===== src/rtl/food_map_arbiter.sv =====
// food_map_arbiter
//   Shares one single-port food RAM (one ROWS x COLS bitmap) between three
//   clients: the renderer (reads one row, cached in render_row), the game
//   logic (eat = read-modify-write clearing one bit) and the refill engine
//   (writes all-ones to every row).
//
// Ports
//   clk, rst         clock, synchronous active-high reset
//   render_y         row the renderer wants; render_row is the registered copy
//   eat_valid/ready  eat handshake carrying eat_x / eat_y
//   eat_done/hit     one-cycle completion pulse, hit = bit was set and cleared
//   fill_req         one-cycle pulse requesting a full refill; fill_busy while running
//   food_count       number of set food bits; level_clear pulses on 1 -> 0
//   mem_*            external RAM port, read data returns one cycle after address
module food_map_arbiter #(
    parameter int ROWS = 50,
    parameter int COLS = 80
) (
    input  logic            clk,
    input  logic            rst,
    input  logic [5:0]      render_y,
    output logic [COLS-1:0] render_row,
    input  logic            eat_valid,
    input  logic [6:0]      eat_x,
    input  logic [5:0]      eat_y,
    output logic            eat_ready,
    output logic            eat_done,
    output logic            eat_hit,
    input  logic            fill_req,
    output logic            fill_busy,
    output logic [11:0]     food_count,
    output logic            level_clear,
    output logic [5:0]      mem_addr,
    output logic            mem_we,
    output logic [COLS-1:0] mem_wdata,
    input  logic [COLS-1:0] mem_rdata
);

    localparam logic [5:0] ROWS_L = 6'(ROWS);
    localparam logic [6:0] COLS_L = 7'(COLS);

    typedef enum logic [2:0] {IDLE, R_WAIT, E_WAIT, E_WRITE, FILL} state_t;

    state_t          state_q, state_d;
    logic [COLS-1:0] render_row_q, render_row_d;
    logic [5:0]      cached_q, cached_d;
    logic            stale_q, stale_d;
    logic [5:0]      ry_q, ry_d;
    logic [6:0]      ex_q, ex_d;
    logic [5:0]      ey_q, ey_d;
    logic [COLS-1:0] row_q, row_d;
    logic            fill_q, fill_d;
    logic [5:0]      fcnt_q, fcnt_d;
    logic [11:0]     count_q, count_d;
    logic            done_q, done_d;
    logic            hit_q, hit_d;
    logic            lc_q, lc_d;

    logic            pending;
    logic [COLS-1:0] clr_mask;

    assign pending     = stale_q || (render_y != cached_q);
    assign eat_ready   = (state_q == IDLE) && !pending && !fill_q;
    assign render_row  = render_row_q;
    assign eat_done    = done_q;
    assign eat_hit     = hit_q;
    assign fill_busy   = (state_q == FILL);
    assign food_count  = count_q;
    assign level_clear = lc_q;

    // Mask with only the latched eat column cleared.
    always_comb begin
        clr_mask       = '1;
        clr_mask[ex_q] = 1'b0;
    end

    always_comb begin
        state_d      = state_q;
        render_row_d = render_row_q;
        cached_d     = cached_q;
        stale_d      = stale_q;
        ry_d         = ry_q;
        ex_d         = ex_q;
        ey_d         = ey_q;
        row_d        = row_q;
        fill_d       = fill_q;
        fcnt_d       = fcnt_q;
        count_d      = count_q;
        done_d       = 1'b0;
        hit_d        = 1'b0;
        lc_d         = 1'b0;
        mem_addr     = '0;
        mem_we       = 1'b0;
        mem_wdata    = '0;

        // A refill request is remembered until IDLE can start it; while a
        // refill is already running a new request has nothing to add.
        if (fill_req && state_q != FILL) fill_d = 1'b1;

        case (state_q)
            IDLE: begin
                if (pending) begin
                    if (render_y >= ROWS_L) begin
                        // Off-map rows render as empty without touching the RAM.
                        render_row_d = '0;
                        cached_d     = render_y;
                        stale_d      = 1'b0;
                    end else begin
                        mem_addr = render_y;
                        ry_d     = render_y;
                        state_d  = R_WAIT;
                    end
                end else if (fill_q) begin
                    fill_d  = 1'b0;
                    fcnt_d  = '0;
                    state_d = FILL;
                end else if (eat_valid) begin
                    ex_d = eat_x;
                    ey_d = eat_y;
                    if (eat_x >= COLS_L || eat_y >= ROWS_L) begin
                        done_d = 1'b1;
                    end else begin
                        mem_addr = eat_y;
                        state_d  = E_WAIT;
                    end
                end
            end
            R_WAIT: begin
                render_row_d = mem_rdata;
                cached_d     = ry_q;
                stale_d      = 1'b0;
                state_d      = IDLE;
            end
            E_WAIT: begin
                if (mem_rdata[ex_q]) begin
                    row_d   = mem_rdata & clr_mask;
                    state_d = E_WRITE;
                end else begin
                    done_d  = 1'b1;
                    state_d = IDLE;
                end
            end
            E_WRITE: begin
                mem_addr  = ey_q;
                mem_we    = 1'b1;
                mem_wdata = row_q;
                done_d    = 1'b1;
                hit_d     = 1'b1;
                count_d   = (count_q == 12'd0) ? 12'd0 : count_q - 12'd1;
                lc_d      = (count_q == 12'd1);
                // Keep the cached render row coherent instead of re-reading it.
                if (ey_q == cached_q && !stale_q) render_row_d = render_row_q & clr_mask;
                state_d   = IDLE;
            end
            FILL: begin
                mem_addr  = fcnt_q;
                mem_we    = 1'b1;
                mem_wdata = '1;
                fcnt_d    = fcnt_q + 6'd1;
                if (fcnt_q == ROWS_L - 6'd1) begin
                    count_d = 12'(ROWS * COLS);
                    stale_d = 1'b1;
                    state_d = IDLE;
                end
            end
            default: state_d = IDLE;
        endcase
    end

    always_ff @(posedge clk) begin
        if (rst) begin
            state_q      <= IDLE;
            render_row_q <= '0;
            cached_q     <= '0;
            stale_q      <= 1'b1;
            ry_q         <= '0;
            ex_q         <= '0;
            ey_q         <= '0;
            row_q        <= '0;
            fill_q       <= 1'b0;
            fcnt_q       <= '0;
            count_q      <= '0;
            done_q       <= 1'b0;
            hit_q        <= 1'b0;
            lc_q         <= 1'b0;
        end else begin
            state_q      <= state_d;
            render_row_q <= render_row_d;
            cached_q     <= cached_d;
            stale_q      <= stale_d;
            ry_q         <= ry_d;
            ex_q         <= ex_d;
            ey_q         <= ey_d;
            row_q        <= row_d;
            fill_q       <= fill_d;
            fcnt_q       <= fcnt_d;
            count_q      <= count_d;
            done_q       <= done_d;
            hit_q        <= hit_d;
            lc_q         <= lc_d;
        end
    end

endmodule


===== config.mk =====
export PLATFORM = sky130hd
export DESIGN_NAME = food_map_arbiter
export DESIGN_NICKNAME = d
export VERILOG_FILES = /design/src/rtl/food_map_arbiter.sv
export SDC_FILE = /design/constraint.sdc
export NUM_CORES = 1
export LEC_CHECK = 0
export BUFFER_PORTS_ARGS = -buffer_cell sky130_fd_sc_hd__clkbuf_2
export CAP_MARGIN = 20
export CORE_AREA = 3 3 165 167
export CTS_BUF_LIST = sky130_fd_sc_hd__clkbuf_16
export CTS_CLUSTER_DIAMETER = 200
export DETAILED_ROUTE_END_ITERATION = 6
export DIE_AREA = 0 0 168 170
export GPL_ROUTABILITY_DRIVEN = 0
export PLACE_DENSITY_LB_ADDON = 0.05
export SKIP_CTS_REPAIR_TIMING = 1
export SYNTH_ARGS = -nofsm -noshare
export SYNTH_HDL_FRONTEND = slang
export SYNTH_SLANG_ARGS = --single-unit

===== constraint.sdc =====
create_clock -name clk -period 5.4 [get_ports clk]
set_input_delay 0.27 -clock clk [delete_from_list [all_inputs] [get_ports clk]]
set_output_delay 0.27 -clock clk [all_outputs]
set_load 0.01 [all_outputs]

==> PnR_summary.wiki <==
{| class="wikitable"
! Metric !! Value
|-
| Routed via count || approximately 11000
|-
| Fraction of the yosys area taken by sequential cells || 37.4%
|-
| RR Startpoint || ex_q[0]$_SDFFE_PP0P_
|-
| Hold Crit Start || fill_req
|-
| Async S/R FF share, synth || 0%
|-
| Detailed router's first-iteration violation count || between 900 and 1000
|-
| Leakage component of the power || 0.00645 uW
|-
| Clock root buffer || sky130_fd_sc_hd__clkbuf_16
|-
| Antenna Nets Post-Route || 0
|-
| Per-instance average area after synthesis || ~8 sq um
|-
| Type of the worst setup path || reg2reg
|-
| Share of the synthesized area in the top cell type || 37.4%
|-
| Power per unit of standard cell area || 271 nW/um^2
|-
| Worst setup EP type || flip-flop
|-
| Yosys synthesis warning count || 0
|-
| H-tree depth reported by CTS || 1
|-
| Most used flip-flop cell after synthesis || sky130_fd_sc_hd__dfxtp_1
|-
| Effective utilization at floorplan || between 40% and 50%
|-
| Critical Path AT || 4.36 ns
|-
| Fraction of final layout cells sized beyond drive strength 1 || ~26%
|-
| Number of nets in the final layout || 1731
|-
| Average detailed-routed wire length per instance || 19.9 um
|-
| Worst vdd ir || 0.000186 V
|-
| Initial antenna violation count || 3
|-
| Post-route minimum period || 3.91 ns
|-
| Clock transition at the registers of the reported paths || about 0.060 ns
|-
| Synth area leaders || sky130_fd_sc_hd__dfxtp_1, sky130_fd_sc_hd__mux2i_1, sky130_fd_sc_hd__nand2_1
|-
| Required time of the worst setup path || 5.85 ns
|-
| Half-perimeter wire length after placement || 26500 um
|-
| Pin count of the biggest net entering global routing || 132
|-
| CTS tree || built
|-
| Slew at the pin closest to its max-slew limit || 1.05 ns
|-
| Number of sinks on the clock net || ~210
|-
| Highest clock frequency the design can meet || 255 MHz
|-
| Path class of the lowest-slack min-delay path || in2reg
|-
| Global-route usage over all layers || a little over a quarter
|-
| First-pass iteration count of the detailed router || 6
|-
| Number of instances in the synthesized netlist || 1413
|-
| EDFF count, synth || 0
|-
| Portion of the clock cycle consumed by the worst path in the final layout || 72.5%
|-
| Launch point of the critical path || ex_q[0]$_SDFFE_PP0P_
|-
| Worst-case clock skew || 0.0261 ns
|-
| Unrepaired setup endpoints after global routing || false
|-
| Number of vias per cell after detailed routing || 5.55
|-
| Most frequent cells in the layout || sky130_fd_sc_hd__clkbuf_2, sky130_fd_sc_hd__nand2_1, sky130_fd_sc_hd__nor2_1
|-
| Crit path cell chain || nor3b_1 -> a222oi_1 -> a21oi_1 -> o31a_1 -> o41a_1 -> o211ai_4 -> buf_4 -> mux2i_1
|-
| Worst Slack Setup Final || 1.49 ns
|-
| Total gr overflow || 0
|-
| Standard cell with the maximum stage delay on the critical path || sky130_fd_sc_hd__dfxtp_2
|-
| Post-synthesis to final-layout area growth || 19.6%
|-
| Crit-path max cell delay || 0.97 ns
|-
| Number of max-capacitance violations reported || 0
|-
| Number of buffer cells added on primary ports || 286
|-
| Final hold violation count || 3
|-
| Dominant combinational cell family by area after synthesis || simple AND/OR/NAND/NOR gates
|-
| Simple-Gate Fraction of Synth Area || 29.4%
|-
| Post-synthesis sequential element count || 211
|-
| Number of top-level pins || around 290
|-
| First-pass GRT wire length || 60700 um
|-
| Pins over their slew limit || 0
|-
| Synth Area in Adders || 0.555%
|-
| Setup TNS Final || 0 ns
|-
| Cell type contributing the most total cell area after synthesis || sky130_fd_sc_hd__dfxtp_1
|-
| Synthesized net count || approximately 1500
|-
| Smallest hold slack || -0.0243 ns
|-
| Family with the most delay on the worst path || compound AO/OA/AOI/OAI gates
|-
| Proportion of synthesized area in mux cells || 11.8%
|-
| Vertical extent of the die || 170 um
|-
| Count of cell types in the netlist || 62
|-
| Core area || 25900 sq um
|-
| Critical-path maximum fanout || between 40 and 50
|-
| Routed wire length || 39400 um
|-
| Setup Slack @ Placement || 1.51 ns
|-
| Most common library cell in the layout ignoring fill and taps || sky130_fd_sc_hd__clkbuf_2
|-
| Sum of buffers and inverters on the critical path || 1
|-
| Maximum clock insertion buffer count || 3
|-
| Via count of the first global-routing pass || 10400
|-
| Crit path launch type || flip-flop
|-
| Status || finished, violations left
|-
| Failing checks || hold timing
|-
| Clock buffer count from CTS || 24
|-
| Post-Syn Area || roughly 11000 sq um
|-
| Clock latency reported for the late side of the worst-skew pair || 0.53 ns
|-
| Synthesized-area fraction occupied by ao, oa, aoi and oai cells || 14.2%
|-
| Endpoints failing setup || 0
|-
| DRC || 0
|-
| Die X-Extent || 168 um
|-
| Die outline area || 28600 sq um
|-
| Tightest slew margin relative to the limit || 29.7%
|-
| Post-synthesis xor/xnor area fraction || 1.55%
|-
| # diodes || 0
|-
| Core Rows || 59
|}
## path summary, 6_finish.rpt
path                                            endpoint  slack, ns  depth (start not counted)
worst min-delay path                   fill_q$_SDFF_PP0_      -0.02                          3
worst min register to register  cached_q[4]$_SDFFE_PP0P_       0.47                          2
worst max register to register    row_q[15]$_SDFFE_PP0N_       1.49                          8
worst max-delay path              row_q[15]$_SDFFE_PP0N_       1.49                          8
## report_power, final
group	internal [uW]	leakage [uW]	switching, uW	total, uW
Sequential	1620	0.00171	43.2	1660
Clock	826	0.000370	657	1480
Combinational	215	0.00437	304	519
Total	2660	0.00645	1000	3660
## layout make-up
class / count / area (sq um)
flip-flops and latches: 211 / 4230
fillers: 2631 / 12400
inverters: 12 / 45.0
well taps: 335 / 419
multi-input cells: 1075 / 6540
repair buffers: 299 / 1570
clock buffers: 25 / 626
clock inverters: 17 / 68.8
## synthesized netlist by cell type (all sizes together) (3+ instances only)
cell type and n:
nand4 5, mux2 6, xnor2 9, and2 5, xor2 11, nor2b 14
nand2b 81, and3 3, or3 3, a21oi 31, nor2 209, or3b 71
a22oi 82, nand3 24, o21ai 87, a211oi 6, nand3b 8, nor4 5
a31oi 3, nand2 221, buf 30, mux2i 116, dfxtp 211, inv 11
nor3 18, a222oi 7, nor3b 9, clkbuf 85, ha 5, mux4 4
## per-stage QoR
stage                     total power, uW  util [%]  instance area (sq um)  cells  hold slack, ns
final                                3660      52.1                  13500   1974         -0.0243
after global routing                 3810      52.1                  13500   1974         0.00908
after CTS                            3680      51.9                  13400   1971         -0.0336
after detailed placement             2210      49.2                  12800   1929           0.466
after global placement               2210      49.2                  12800   1929           0.462
after floorplan                      2000         -                  11300   1413           0.408
## worst register-to-register path: stages, from the launching register on
cell	delay, ns
sky130_fd_sc_hd__dfxtp_2	0.97
sky130_fd_sc_hd__nor3b_1	0.20
sky130_fd_sc_hd__a222oi_1	0.40
sky130_fd_sc_hd__a21oi_1	0.08
sky130_fd_sc_hd__o31a_1	0.26
sky130_fd_sc_hd__o41a_1	0.37
sky130_fd_sc_hd__o211ai_4	0.84
sky130_fd_sc_hd__buf_4	0.47
sky130_fd_sc_hd__mux2i_1	0.25
## registers in the layout (all words and copies together) (netlist names)
name and count:
cached_q 6, eat_done 1, eat_hit 1, ex_q 7
ey_q 6, fcnt_q 6, fill_q 1, food_count 12
level_clear 1, render_row 80, row_q 80, ry_q 6
stale_q 1, state_q 3
## routing by layer
metal  share of wire [%]  vias up  track usage [%]
met1                  44     5202             36.1
met5                0.12        -                0
li1                    -     5293                -
met2                  46      387             43.0
met3                 6.8       72             4.53
met4                 2.7        6             6.97
## logic make-up (layout without fill, tap and decap cells)
| group | after synthesis | after routing |
|---|---|---|
| DFF | 211 | 211 |
| xor gates and xnor gates | 20 | 20 |
| buffers and inverters | 127 | 353 |
| and+or+nand+nor | 679 | 679 |
| muxes | 126 | 126 |
| adders and majority gates | 5 | 5 |
| AOI/OAI and AO/OA | 245 | 245 |
No activity file was read; power rests on OpenSTA's default activity.
